## config.mk

```make
export PLATFORM = sky130hd
export DESIGN_NAME = fetch_sequencer_flat
export DESIGN_NICKNAME = d
export VERILOG_FILES = /design/src/rtl/fetch_sequencer_pkg.sv /design/src/rtl/fetch_sequencer_if.sv /design/src/rtl/fetch_sequencer_redirect_prio_sel.sv /design/src/rtl/fetch_sequencer.sv /design/src/flat_wrapper.sv
export SDC_FILE = /design/constraint.sdc
export NUM_CORES = 1
export LEC_CHECK = 0
export CAP_MARGIN = 10
export CORE_AREA = 2 2 117 119
export DETAILED_ROUTE_END_ITERATION = 16
export DIE_AREA = 0 0 119 121
export HOLD_SLACK_MARGIN = 0.05
export PLACE_DENSITY = 0.81
export SLEW_MARGIN = 20
export SYNTH_ARGS = -nofsm -noshare
export SYNTH_HDL_FRONTEND = slang
export SYNTH_HIERARCHICAL = 1
export SYNTH_SLANG_ARGS = --single-unit
```

## constraint.sdc

```tcl
create_clock -name clk -period 4.32 [get_ports clk]
set_input_delay 0.648 -clock clk [delete_from_list [all_inputs] [get_ports clk]]
set_output_delay 0.648 -clock clk [all_outputs]
set_load 0.02 [all_outputs]
```

## src/rtl/fetch_sequencer_pkg.sv

```systemverilog
// Shared types and constants for the IF-stage fetch sequencer.
package fetch_pkg;

  typedef enum logic [1:0] {
    S_BOOT,
    S_REQ,
    S_WAIT,
    S_HOLD
  } fetch_state_e;

  typedef enum logic [1:0] {
    SRC_NONE,
    SRC_TRAP,
    SRC_EX,
    SRC_ID
  } redir_src_e;

  localparam logic [31:0] RESET_ADDR_DEFAULT = 32'h0000_0000;
  localparam logic [31:0] INSTR_NOP          = 32'h0000_0013;

endpackage

```

## src/rtl/fetch_sequencer_if.sv

```systemverilog
// Instruction-memory request/response bus between the fetch sequencer
// (master) and the instruction memory (slave).
interface fetch_sequencer_if #(
  parameter int WIDTH = 32
);
  logic             imem_req_valid;
  logic             imem_req_ready;
  logic [WIDTH-1:0] imem_req_addr;
  logic             imem_rsp_valid;
  logic [WIDTH-1:0] imem_rsp_data;

  modport master (
    output imem_req_valid,
    output imem_req_addr,
    input  imem_req_ready,
    input  imem_rsp_valid,
    input  imem_rsp_data
  );

  modport slave (
    input  imem_req_valid,
    input  imem_req_addr,
    output imem_req_ready,
    output imem_rsp_valid,
    output imem_rsp_data
  );
endinterface

```

## src/rtl/fetch_sequencer_redirect_prio_sel.sv

```systemverilog
// Fixed-priority redirect selector: trap > EX branch > ID jump.
// The winning target is word-aligned by clearing bits [1:0].
module redirect_prio_sel
  import fetch_pkg::*;
#(
  parameter int WIDTH = 32
) (
  input  logic             trap_valid,
  input  logic [WIDTH-1:0] trap_target,
  input  logic             ex_redir_valid,
  input  logic [WIDTH-1:0] ex_redir_target,
  input  logic             id_jump_valid,
  input  logic [WIDTH-1:0] id_jump_target,
  output logic             redir,
  output logic [WIDTH-1:0] target
);

  localparam logic [WIDTH-1:0] ALIGN_MASK = ~WIDTH'(3);

  redir_src_e       src;
  logic [WIDTH-1:0] raw_target;

  // Pick the highest-priority active source.
  always_comb begin
    if (trap_valid)          src = SRC_TRAP;
    else if (ex_redir_valid) src = SRC_EX;
    else if (id_jump_valid)  src = SRC_ID;
    else                     src = SRC_NONE;
  end

  // Route the winner's target; losers in the same cycle are dropped.
  always_comb begin
    case (src)
      SRC_TRAP: raw_target = trap_target;
      SRC_EX:   raw_target = ex_redir_target;
      SRC_ID:   raw_target = id_jump_target;
      default:  raw_target = '0;
    endcase
  end

  assign redir  = (src != SRC_NONE);
  assign target = raw_target & ALIGN_MASK;

endmodule

```

## src/rtl/fetch_sequencer.sv

```systemverilog
// IF-stage fetch sequencer: drives PC stall/redirect, issues one
// outstanding imem request at a time, drops stale responses after a
// redirect and holds the fetched instruction until decode accepts it.
// Optional build macro FETCH_SEQ_PERF_EN adds saturating perf counters.
module fetch_sequencer
  import fetch_pkg::*;
#(
  parameter int               WIDTH      = 32,
  parameter logic [WIDTH-1:0] RESET_ADDR = WIDTH'(RESET_ADDR_DEFAULT)
) (
  input  logic             clk,
  input  logic             reset,
  input  logic [WIDTH-1:0] pc,
  output logic             pc_stall,
  output logic             pc_take_branch,
  output logic [WIDTH-1:0] pc_branch_target,
  input  logic             trap_valid,
  input  logic [WIDTH-1:0] trap_target,
  input  logic             ex_redir_valid,
  input  logic [WIDTH-1:0] ex_redir_target,
  input  logic             id_jump_valid,
  input  logic [WIDTH-1:0] id_jump_target,
  input  logic             pipe_stall,
  fetch_sequencer_if.master imem,
  output logic             if_valid,
  output logic [WIDTH-1:0] if_instr,
  output logic [WIDTH-1:0] if_pc,
  output logic             if_flush
`ifdef FETCH_SEQ_PERF_EN
  ,
  output logic [31:0]      perf_redirects,
  output logic [31:0]      perf_stall_cycles,
  output logic [31:0]      perf_dropped_rsp
`endif
);

  fetch_state_e state;
  logic         drop_q;
  logic         redir;
  logic         redir_take;
  logic         advance;

  redirect_prio_sel #(.WIDTH(WIDTH)) u_prio_sel (
    .trap_valid      (trap_valid),
    .trap_target     (trap_target),
    .ex_redir_valid  (ex_redir_valid),
    .ex_redir_target (ex_redir_target),
    .id_jump_valid   (id_jump_valid),
    .id_jump_target  (id_jump_target),
    .redir           (redir),
    .target          (pc_branch_target)
  );

  // Redirects are ignored only during the boot idle cycle; pipe_stall
  // never blocks them.
  assign redir_take = redir && (state != S_BOOT);
  assign advance    = (state == S_HOLD) && !pipe_stall && !redir;

  assign pc_take_branch      = redir_take;
  assign if_flush            = redir_take;
  assign pc_stall            = !(redir_take || advance);
  assign if_valid            = (state == S_HOLD);
  assign imem.imem_req_valid = (state == S_REQ) && !redir;
  assign imem.imem_req_addr  = pc;

  // Fetch FSM with stale-response drop flag and instruction holding register.
  always_ff @(posedge clk) begin
    if (reset) begin
      state    <= S_BOOT;
      drop_q   <= 1'b0;
      if_instr <= '0;
      if_pc    <= RESET_ADDR;
    end else begin
      case (state)
        S_BOOT: state <= S_REQ;
        S_REQ: begin
          if (!redir && imem.imem_req_ready) state <= S_WAIT;
        end
        S_WAIT: begin
          if (imem.imem_rsp_valid) begin
            if (!drop_q && !redir) begin
              if_instr <= imem.imem_rsp_data;
              if_pc    <= pc;
              state    <= S_HOLD;
            end else begin
              drop_q <= 1'b0;
              state  <= S_REQ;
            end
          end else if (redir) begin
            drop_q <= 1'b1;
          end
        end
        S_HOLD: begin
          if (redir || !pipe_stall) state <= S_REQ;
        end
        default: state <= S_BOOT;
      endcase
    end
  end

`ifdef FETCH_SEQ_PERF_EN
  function automatic logic [31:0] sat_inc(input logic [31:0] v);
    return (&v) ? v : v + 32'd1;
  endfunction

  // Event counters, each pinned at all-ones once full.
  always_ff @(posedge clk) begin
    if (reset) begin
      perf_redirects    <= '0;
      perf_stall_cycles <= '0;
      perf_dropped_rsp  <= '0;
    end else begin
      if (redir_take)
        perf_redirects <= sat_inc(perf_redirects);
      if ((state == S_HOLD) && pipe_stall)
        perf_stall_cycles <= sat_inc(perf_stall_cycles);
      if ((state == S_WAIT) && imem.imem_rsp_valid && (drop_q || redir))
        perf_dropped_rsp <= sat_inc(perf_dropped_rsp);
    end
  end
`endif

  // A response may only arrive while a fetch is outstanding.
  a_rsp_only_in_wait: assert property (@(posedge clk) disable iff (reset)
    imem.imem_rsp_valid |-> (state == S_WAIT));

  // A pending request stays up until accepted unless a redirect pulls it.
  a_req_not_retracted: assert property (@(posedge clk) disable iff (reset)
    (imem.imem_req_valid && !imem.imem_req_ready) |=> (imem.imem_req_valid || redir));

endmodule

```

## src/flat_wrapper.sv

```systemverilog
// flat-port wrapper written by rule: the top's interface ports become plain ports
module fetch_sequencer_flat import fetch_pkg::*;
#(
  parameter int               WIDTH      = 32,
  parameter logic [WIDTH-1:0] RESET_ADDR = WIDTH'(RESET_ADDR_DEFAULT)
)
  (clk, reset, pc, pc_stall, pc_take_branch, pc_branch_target, trap_valid, trap_target, ex_redir_valid, ex_redir_target, id_jump_valid, id_jump_target, pipe_stall, if_valid, if_instr, if_pc, if_flush, imem_imem_req_valid, imem_imem_req_addr, imem_imem_req_ready, imem_imem_rsp_valid, imem_imem_rsp_data);
  fetch_sequencer_if #(.WIDTH(WIDTH)) imem_i ();
  input  logic clk;
  input  logic reset;
  input  logic [WIDTH-1:0] pc;
  output logic pc_stall;
  output logic pc_take_branch;
  output logic [WIDTH-1:0] pc_branch_target;
  input  logic trap_valid;
  input  logic [WIDTH-1:0] trap_target;
  input  logic ex_redir_valid;
  input  logic [WIDTH-1:0] ex_redir_target;
  input  logic id_jump_valid;
  input  logic [WIDTH-1:0] id_jump_target;
  input  logic pipe_stall;
  output logic if_valid;
  output logic [WIDTH-1:0] if_instr;
  output logic [WIDTH-1:0] if_pc;
  output logic if_flush;
  output wire logic [$bits(imem_i.imem_req_valid)-1:0] imem_imem_req_valid;
  output wire logic [$bits(imem_i.imem_req_addr)-1:0] imem_imem_req_addr;
  input wire logic [$bits(imem_i.imem_req_ready)-1:0] imem_imem_req_ready;
  input wire logic [$bits(imem_i.imem_rsp_valid)-1:0] imem_imem_rsp_valid;
  input wire logic [$bits(imem_i.imem_rsp_data)-1:0] imem_imem_rsp_data;
  assign imem_imem_req_valid = imem_i.imem_req_valid;
  assign imem_imem_req_addr = imem_i.imem_req_addr;
  assign imem_i.imem_req_ready = imem_imem_req_ready;
  assign imem_i.imem_rsp_valid = imem_imem_rsp_valid;
  assign imem_i.imem_rsp_data = imem_imem_rsp_data;
  fetch_sequencer #(.WIDTH(WIDTH), .RESET_ADDR(RESET_ADDR)) u_core (.clk(clk), .reset(reset), .pc(pc), .pc_stall(pc_stall), .pc_take_branch(pc_take_branch), .pc_branch_target(pc_branch_target), .trap_valid(trap_valid), .trap_target(trap_target), .ex_redir_valid(ex_redir_valid), .ex_redir_target(ex_redir_target), .id_jump_valid(id_jump_valid), .id_jump_target(id_jump_target), .pipe_stall(pipe_stall), .imem(imem_i), .if_valid(if_valid), .if_instr(if_instr), .if_pc(if_pc), .if_flush(if_flush));
endmodule
```

==> results.toml, run 1 <==
[place]
dp_hpwl_um = 9810
portBuffers = 292
routabilityCongestion = 0.7611
post-place-ws_ps = 977.0

[setup_path]
cp_common_cell = "clkdlybuf4s50_1"
path_delay_family = "buffers and inverters"
crit_chain = "clkdlybuf4s50_1, buf_4, or3_1, nor2b_1, a21oi_1, clkdlybuf4s50_1"
path_class = "in -> out"
max_stage_delay_ps = 630
crit_path_end_kind = "output port"
crit_required_ps = 3670
worstSetupStartpointType = "input pin"
crit_slowest_cell = "clkdlybuf4s50_1"
crit_fanout = 22
crit_buf_inv = 3
worst_ep_arrival_time_ps = 2690

[sta]
hold_viol_final = 0
fin_worst_skew_ps = 4.145
period_minus_slack_ps = 3341
max_slew_margin_pct = 56.69
tightest_slew_ps = 649.7
fmax_mhz = 299.3
setup-violations-final = 0
whs_ps = 451.7
period_share_pct = 77.33
slew_violations = 0
setup_ws_ps = 979.3
rsz0062_at_grt = "false"
fin_tns_setup_ps = 0

[synth]
synthTopCellsByArea = "dfxtp_1 (38%), a21oi_1 (18%), nand2_1 (14%), buf_4 (8.0%), nand3b_1 (6.3%)"
synthCells = 481
yosys.area.top_type_share_pct = 37.77
syn_area_sq_um = 3551
synth_seq_cells = 67
ys_types = 24
yosys.area.top_type = "dfxtp_1"
avgSynthCellArea_sq_um = 7.382
yosys_warnings = 6
ys_seq_area_share_pct = 37.77

[cts]
clockBufferDepth = 2
htree_levels = 3
cts_tree = "yes"
cts_hold_buffers = 0
cts_buffers = 9
cts_resized = 0
numClockSinks = 67
clk_latency_ps = 330
cts-root-buf = "clkbuf_16"
clk_pin_slew_ps = 60
post-cts-setup-buffers = 0

[floorplanning]
die_w_um = 119
die_h_um = 121
dieArea_sq_um = 14400
start_util_pct = 27.14
ios = 301
coreArea_sq_um = 13090
num_rows = 42

[cells_and_area]
final_cell_mix = "clkdlybuf4s50_1 (290), nand2_1 (128), a21oi_1 (126)"
drive_above_1_share_pct = 3.729
diodes = 0
final_nets = 892
syn_to_final_growth_pct = 86.82
fillers = 1224
final_common_cell = "clkdlybuf4s50_1"

[power_and_ir_drop]
ir_worst_vdd_mv = 0.1411
power_density_nw_per_um2 = 292.5
power_leakage_uw = 0.002281

[global_route]
grt_start_max_net_pins = 65
grt_overflow = 0
grt_pass1_vias = 3988
antenna_found_initial = 0
grtUsageTotal_pct = 17.37
grt_pass1_wl_um = 19910

[run_status]
outcome = "finished, final reports clean"

[detailed_routing]
remaining_drc_errors = 0
viasPerCell = 4.530
ant_nets = 0
wire_per_inst_um = 14.11
drt-initial-drc-count = 285
finalWirelength_um = 12700
via_count = 4077
firstDrtPassIters = 4

[worst_hold_path]
hold_path_class = "reg -> reg"

[job]
maxCapViolCount = 0
==> sequential cells by signal, indices dropped and copies added, names as in the netlist <==
name / flops
u_core/drop_q: 1
u_core/if_pc: 32
u_core/if_instr: 32
u_core/state: 2
==> cell type report <==
class / count / area, sq um / share of cell area, %
clock inverter: 6 / 87.58 / 1.320
inverter: 4 / 15.01 / 0.2263
tap: 176 / 220.2 / 3.320
sequential: 67 / 1341 / 20.22
clock buffer: 10 / 239.0 / 3.602
timing repair buffer: 299 / 2993 / 45.12
multi-input combinational: 338 / 1738 / 26.20
==> Yosys cell counts <==
library cell and number:
buf_6 4, buf_4 38, clkbuf_1 7, nand4bb_1 1
nand2b_1 2, nor2_1 2, inv_1 4, buf_2 24
and2b_1 1, ha_1 5, mux2_1 1, or3_1 1
dfxtp_1 67, nor3b_1 1, o21ai_0 1, mux2i_1 1
conb_1 1, a222oi_1 1, nor2b_1 33, nand3b_1 30
and4bb_2 1, a211oi_1 1, a21oi_1 126, nand2_1 128
==> final timing paths <==
path	from	endpoint	slack (ps)	cells after the start
max	ex_redir_valid	pc_stall	980	6
max reg2reg	u_core/state[0]	u_core/if_instr[29]	2460	6
min reg2reg	u_core/if_instr[28]	u_core/if_instr[28]	450	2
min	u_core/if_instr[28]	u_core/if_instr[28]	450	2
==> metal layers <==
layer | vias to the layer above | GRT usage [%] | part of all wire (%)
met4 | 0 | 5.283 | 1.4
met5 | - | 0 | 0
li1 | 2031 | - | -
met2 | 207 | 31.68 | 51
met1 | 1826 | 19.44 | 40
met3 | 13 | 5.122 | 8.1
==> metrics by stage <==
stage,power (uW),cells,util [%],instance area (sq um)
floorplan,890.8,482,-,3555
global placement,1162,884,48.20,6307
detailed placement,1167,884,48.20,6307
CTS,1969,900,50.70,6634
global route,2029,900,50.70,6634
finish,1941,900,50.70,6634
==> tightest hold or removal path, delay by kind of cell, from the launching register on <==
kind | cells | cell delay, ps
simple gates | 1 | 50
compound gates | 1 | 50
flops | 1 | 300
==> cell families (layout without fill, tap and decap cells) <==
kind of cell / count (synthesis) / count (layout) / synth area share, %
AOI/OAI and AO/OA: 129 / 129 / 18.39
buffers and inverters: 77 / 319 / 13.85
adders and majority gates: 5 / 5 / 1.762
and+or+nand+nor: 200 / 200 / 27.52
muxes: 2 / 2 / 0.5990
other: 1 / 2 / 0.1056
DFF: 67 / 67 / 37.77
==> power by group <==
group / internal, uW / switching [uW]
Combinational: 288 / 225
Sequential: 630 / 9.04
Clock: 521 / 268
Total: 1440 / 502
Note: power is estimated with default switching activity, not from simulation.
==> run 2: changes to the inputs <==
--- a/config.mk
+++ b/config.mk
@@ -6,11 +6,11 @@
 export NUM_CORES = 1
 export LEC_CHECK = 0
 export CAP_MARGIN = 10
-export CORE_AREA = 2 2 117 119
+export CORE_AREA = 2 2 115 117
 export DETAILED_ROUTE_END_ITERATION = 16
-export DIE_AREA = 0 0 119 121
+export DIE_AREA = 0 0 117 119
 export HOLD_SLACK_MARGIN = 0.05
-export PLACE_DENSITY = 0.81
+export PLACE_DENSITY = 0.83
 export SLEW_MARGIN = 20
 export SYNTH_ARGS = -nofsm -noshare
 export SYNTH_HDL_FRONTEND = slang
==> constraint.sdc (replaced) <==
create_clock -name clk -period 3.2 [get_ports clk]
set_input_delay 0.48 -clock clk [delete_from_list [all_inputs] [get_ports clk]]
set_output_delay 0.48 -clock clk [all_outputs]
set_load 0.02 [all_outputs]
==> run 2 against run 1 <==
Power increased by 32%. Sequential share of layout area about the same. Sequential cell count stayed put. Global-route usage shrank 0.52 points. Wire length shrank 1.8%. Critical path type unchanged. Largest cell class unchanged.
==> results.toml, run 2 (synthesis gave the netlist of run 1 again) <==
[sta]
period_minus_slack_ps = 2837
fin_tns_setup_ps = 0
setup-violations-final = 0
fin_worst_skew_ps = 4.338
period_share_pct = 88.65
hold_viol_final = 0
max_slew_margin_pct = 54.97
rsz0062_at_grt = "false"
fmax_mhz = 352.5
tightest_slew_ps = 675.4
whs_ps = 450.7
slew_violations = 0

[floorplanning]
ios = 301
die_h_um = 119
coreArea_sq_um = 12870
num_rows = 42
start_util_pct = 27.58
die_w_um = 117
dieArea_sq_um = 13920

[worst_hold_path]
min_to = "u_core/if_pc[29]"
hp-start = "u_core/if_pc[29]"
hold_path_class = "reg -> reg"
whs_path_depth = 2

[global_route]
grt_pass1_vias = 3821
grtUsageTotal_pct = 16.84
grt_overflow = 0
antenna_found_initial = 1
grt_start_max_net_pins = 65
grt_pass1_wl_um = 18640

[power_and_ir_drop]
power_density_nw_per_um2 = 385.9
p_total_uw = 2558
ir_worst_vdd_mv = 0.2143
power_leakage_uw = 0.002274

[setup_path]
crit_path_end_kind = "output port"
r2r-start = "u_core/state[0]"
crit_required_ps = 2720
path_delay_family = "buffers and inverters"
path_class = "in -> out"
rr_worst_depth = 6
worstSetupStartpointType = "input pin"
r2r_end = "u_core/if_pc[18]"
max_stage_delay_ps = 630
crit_slowest_cell = "clkdlybuf4s50_1"
cp_common_cell = "clkdlybuf4s50_1"
crit_buf_inv = 2
crit_chain = "clkdlybuf4s50_1, or3_1, nor2b_1, a21oi_1, clkdlybuf4s50_1"
r2r_slack_ps = 1410
crit_fanout = 3
worst_ep_arrival_time_ps = 2360

[detailed_routing]
drt-initial-drc-count = 237
firstDrtPassIters = 4
finalWirelength_um = 12480
via_count = 4123
wire_per_inst_um = 13.82
viasPerCell = 4.566
remaining_drc_errors = 0
ant_nets = 0

[run_status]
outcome = "finished, final reports clean"

[cts]
post-cts-setup-buffers = 0
clockBufferDepth = 2
cts_resized = 0
numClockSinks = 67
clk_latency_ps = 330
clk_pin_slew_ps = 60
htree_levels = 3
cts-root-buf = "clkbuf_16"
cts_hold_buffers = 0
cts_tree = "yes"
cts_buffers = 9

[cells_and_area]
largestRegisters = "u_core/if_instr x32, u_core/if_pc x32, u_core/state x2"
syn_to_final_growth_pct = 86.65
final_nets = 894
fillers = 1166
final_common_cell = "clkdlybuf4s50_1"
drive_above_1_share_pct = 4.132
final_cell_mix = "clkdlybuf4s50_1 (289), nand2_1 (128), a21oi_1 (126)"

[place]
portBuffers = 292
dp_hpwl_um = 9513
routabilityCongestion = 0.7479

[job]
maxCapViolCount = 0
==> run 2: cell count changes in the layout (fill, tap and decap cells not counted), sizes merged <==
cell and delta:
inv +3, bufinv -1, clkdlybuf4s50 -1, clkbuf -1, buf +3, clkinv -3
clkinvlp +2, diode +1
==> run 2: tightest hold or removal path, cell delays in order, from the launching register on <==
cell and delay [ps]:
dfxtp_1 300, nand2_1 50, a21oi_1 50
==> run 2: report_power, final <==
group          total (uW)  switching [uW]  internal, uW  leakage [uW]
combinational         684             297           388       0.00159
clock                1010             395           617      0.000145
sequential            862            12.9           849      0.000540
==> run 2: final cells by class <==
class	count	area, sq um	area share [%]
Tap cell	176	220.2	3.323
Timing Repair Buffer	301	3003	45.31
Clock buffer	9	225.2	3.398
Inverter	4	15.01	0.2265
Multi-Input combinational cell	338	1738	26.22
Antenna cell	1	2.502	0.03776
Clock inverter	7	82.58	1.246
Sequential cell	67	1341	20.24
==> run 2: worst max path at each step <==
stage,from,endpoint,slack (ps),cells after the start
4_1_cts,ex_redir_valid,pc_stall,350,5
5_1_grt,ex_redir_valid,pc_stall,280,5
2_1_floorplan,trap_valid,pc_stall,1060,4
3_5_place_dp,ex_redir_valid,pc_stall,350,5
6_report,ex_redir_valid,pc_stall,360,5
3_3_place_gp,ex_redir_valid,pc_stall,370,5
==> run 2: through the flow <==
| stage | utilization, % | std cells | setup WS, ps | instance area (sq um) |
|---|---|---|---|---|
| 6_report | 51.48 | 903 | 363.3 | 6628 |
| 5_1_grt | 51.48 | 903 | 283.2 | 6628 |
| 4_1_cts | 51.46 | 902 | 346.3 | 6625 |
| 3_5_place_dp | 49.07 | 886 | 350.0 | 6317 |
| 3_3_place_gp | 49.07 | 886 | 366.3 | 6317 |
| 2_1_floorplan | - | 482 | 1061 | 3555 |
==> run 2: routing by layer <==
layer  up-vias  track usage, %  part of all wire, %
met1      1889           17.60                   38
li1       2032               -                    -
met5         -               0                    0
met3         9           6.209                  9.7
met4         0           4.853                  1.0
met2       193           30.96                   51
==> run 3: changes to the inputs <==
--- a/config.mk
+++ b/config.mk
@@ -11,6 +11,7 @@
 export DIE_AREA = 0 0 117 119
 export HOLD_SLACK_MARGIN = 0.05
 export PLACE_DENSITY = 0.83
+export SETUP_SLACK_MARGIN = 0.2
 export SLEW_MARGIN = 20
 export SYNTH_ARGS = -nofsm -noshare
 export SYNTH_HDL_FRONTEND = slang
==> constraint.sdc (replaced) <==
create_clock -name clk -period 2.65 [get_ports clk]
set_input_delay 0.3975 -clock clk [delete_from_list [all_inputs] [get_ports clk]]
set_output_delay 0.3975 -clock clk [all_outputs]
set_load 0.02 [all_outputs]
==> run 3 against run 2 <==
Critical endpoint is now pc_branch_target[24]. Highest routed layer is now met5. Combinational power increased by 20%. Via count about the same. Utilization increased by 0.74 points. Critical path type unchanged.
==> results.toml, run 3 (synthesis gave the netlist of run 1 again) <==
[detailed_routing]
via_count = 4125
firstDrtPassIters = 4
drt-initial-drc-count = 253
ant_nets = 0
finalWirelength_um = 12900
remaining_drc_errors = 0
wire_per_inst_um = 14.26
viasPerCell = 4.558

[cells_and_area]
drive_above_1_share_pct = 4.527
fillers = 1153
final_common_cell = "clkdlybuf4s50_1"
final_cell_mix = "clkdlybuf4s50_1 (257), nand2_1 (128), a21oi_1 (126)"
diodes = 0
final_nets = 897
syn_to_final_growth_pct = 89.32
largestRegisters = "u_core/if_instr x32, u_core/if_pc x32, u_core/state x2"

[worst_hold_path]
hp-start = "u_core/if_instr[16]"
hold_path_class = "reg -> reg"
whs_path_depth = 2
min_to = "u_core/if_instr[16]"

[setup_path]
max_stage_delay_ps = 620
worst_ep_arrival_time_ps = 2030
crit_chain = "clkdlybuf4s50_1, buf_6, a21oi_1, a21oi_1, clkdlybuf4s50_1"
rr_worst_depth = 6
r2r_slack_ps = 1020
crit_slowest_cell = "clkdlybuf4s50_1"
worstSetupStartpointType = "input pin"
crit_path_end_kind = "output port"
crit_required_ps = 2250
path_class = "in -> out"
crit_fanout = 31
r2r-start = "u_core/state[0]"
r2r_end = "u_core/if_instr[29]"

[global_route]
antenna_found_initial = 1
grt_pass1_wl_um = 19200
grt_overflow = 0
grt_start_max_net_pins = 65
grtUsageTotal_pct = 17.54
grt_pass1_vias = 3886

[cts]
cts_buffers = 9
htree_levels = 3
post-cts-setup-buffers = 0
cts_tree = "yes"
numClockSinks = 67
cts-root-buf = "clkbuf_16"
clockBufferDepth = 2
cts_hold_buffers = 0
clk_pin_slew_ps = 60
clk_latency_ps = 320

[job]
maxCapViolCount = 0

[sta]
rsz0062_at_grt = "true"
fin_worst_skew_ps = 7.323
setup-violations-final = 0
hold_viol_final = 0
fin_tns_setup_ps = 0
slew_violations = 0
period_minus_slack_ps = 2427
whs_ps = 450.5
fmax_mhz = 412.0
period_share_pct = 91.60

[floorplanning]
coreArea_sq_um = 12870
dieArea_sq_um = 13920
die_w_um = 117
ios = 301
start_util_pct = 27.58
die_h_um = 119
num_rows = 42

[power_and_ir_drop]
power_leakage_uw = 0.002538
power_density_nw_per_um2 = 452.4
ir_worst_vdd_mv = 0.2520

[place]
routabilityCongestion = 0.7523
portBuffers = 292
dp_hpwl_um = 9964

[run_status]
outcome = "finished, final reports clean"
## run 3: metal layers
layer / global-route usage (%) / share of wire, % / vias to the layer above
li1: - / - / 2038
met1: 18.03 / 36 / 1873
met2: 32.84 / 52 / 195
met3: 6.260 / 9.5 / 17
met4: 4.853 / 1.7 / 2
met5: 0 / 0.10 / -
## run 3: layout make-up
cell class                 instances  area (sq um)  share of cell area [%]
clock buffer                       9         225.2                   3.350
clock inverter                     7         75.07                   1.117
inverter                           4         15.01                  0.2233
multi-input combinational        338          1738                   25.85
sequential                        67          1341                   19.95
tap                              176         220.2                   3.276
timing repair buffer             304          3108                   46.23
## run 3: worst max-delay path, delay by kind of cell
kind                   cells  cell delay, ps
buffers and inverters      3            1380
AO/OA/AOI/OAI              2             250
## run 3: what timing repair did
action	in CTS	in global routing
gates resized for setup	8	26
pin swaps	0	0
endpoints found under the hold margin	0	0
cloned	0	0
setup endpoints to repair	29	25
## run 3: worst max-delay path by stage
| stage | end | start | slack (ps) | cells after the start |
|---|---|---|---|---|
| after detailed placement | pc_stall | ex_redir_valid | 40 | 5 |
| after global routing | pc_branch_target[24] | ex_redir_valid | 150 | 5 |
| after floorplan | pc_stall | trap_valid | 680 | 4 |
| after CTS | pc_branch_target[4] | ex_redir_valid | 160 | 5 |
| final | pc_branch_target[24] | ex_redir_valid | 220 | 5 |
| after global placement | pc_stall | ex_redir_valid | 20 | 5 |
## run 3: through the flow
step | instance area (sq um) | setup WS (ps) | util (%) | power (uW) | cells
finish | 6723 | 222.7 | 52.22 | 3042 | 905
global route | 6723 | 153.0 | 52.22 | 3196 | 905
CTS | 6655 | 158.7 | 51.69 | 3090 | 905
detailed placement | 6365 | 40.66 | 49.44 | 1917 | 889
global placement | 6365 | 18.59 | 49.44 | 1913 | 889
floorplan | 3555 | 675.7 | - | 1452 | 482
## run 3: where the power goes
group          internal, uW  switching (uW)
sequential             1030            14.6
combinational           462             359
clock                   734             446
total                  2220             819
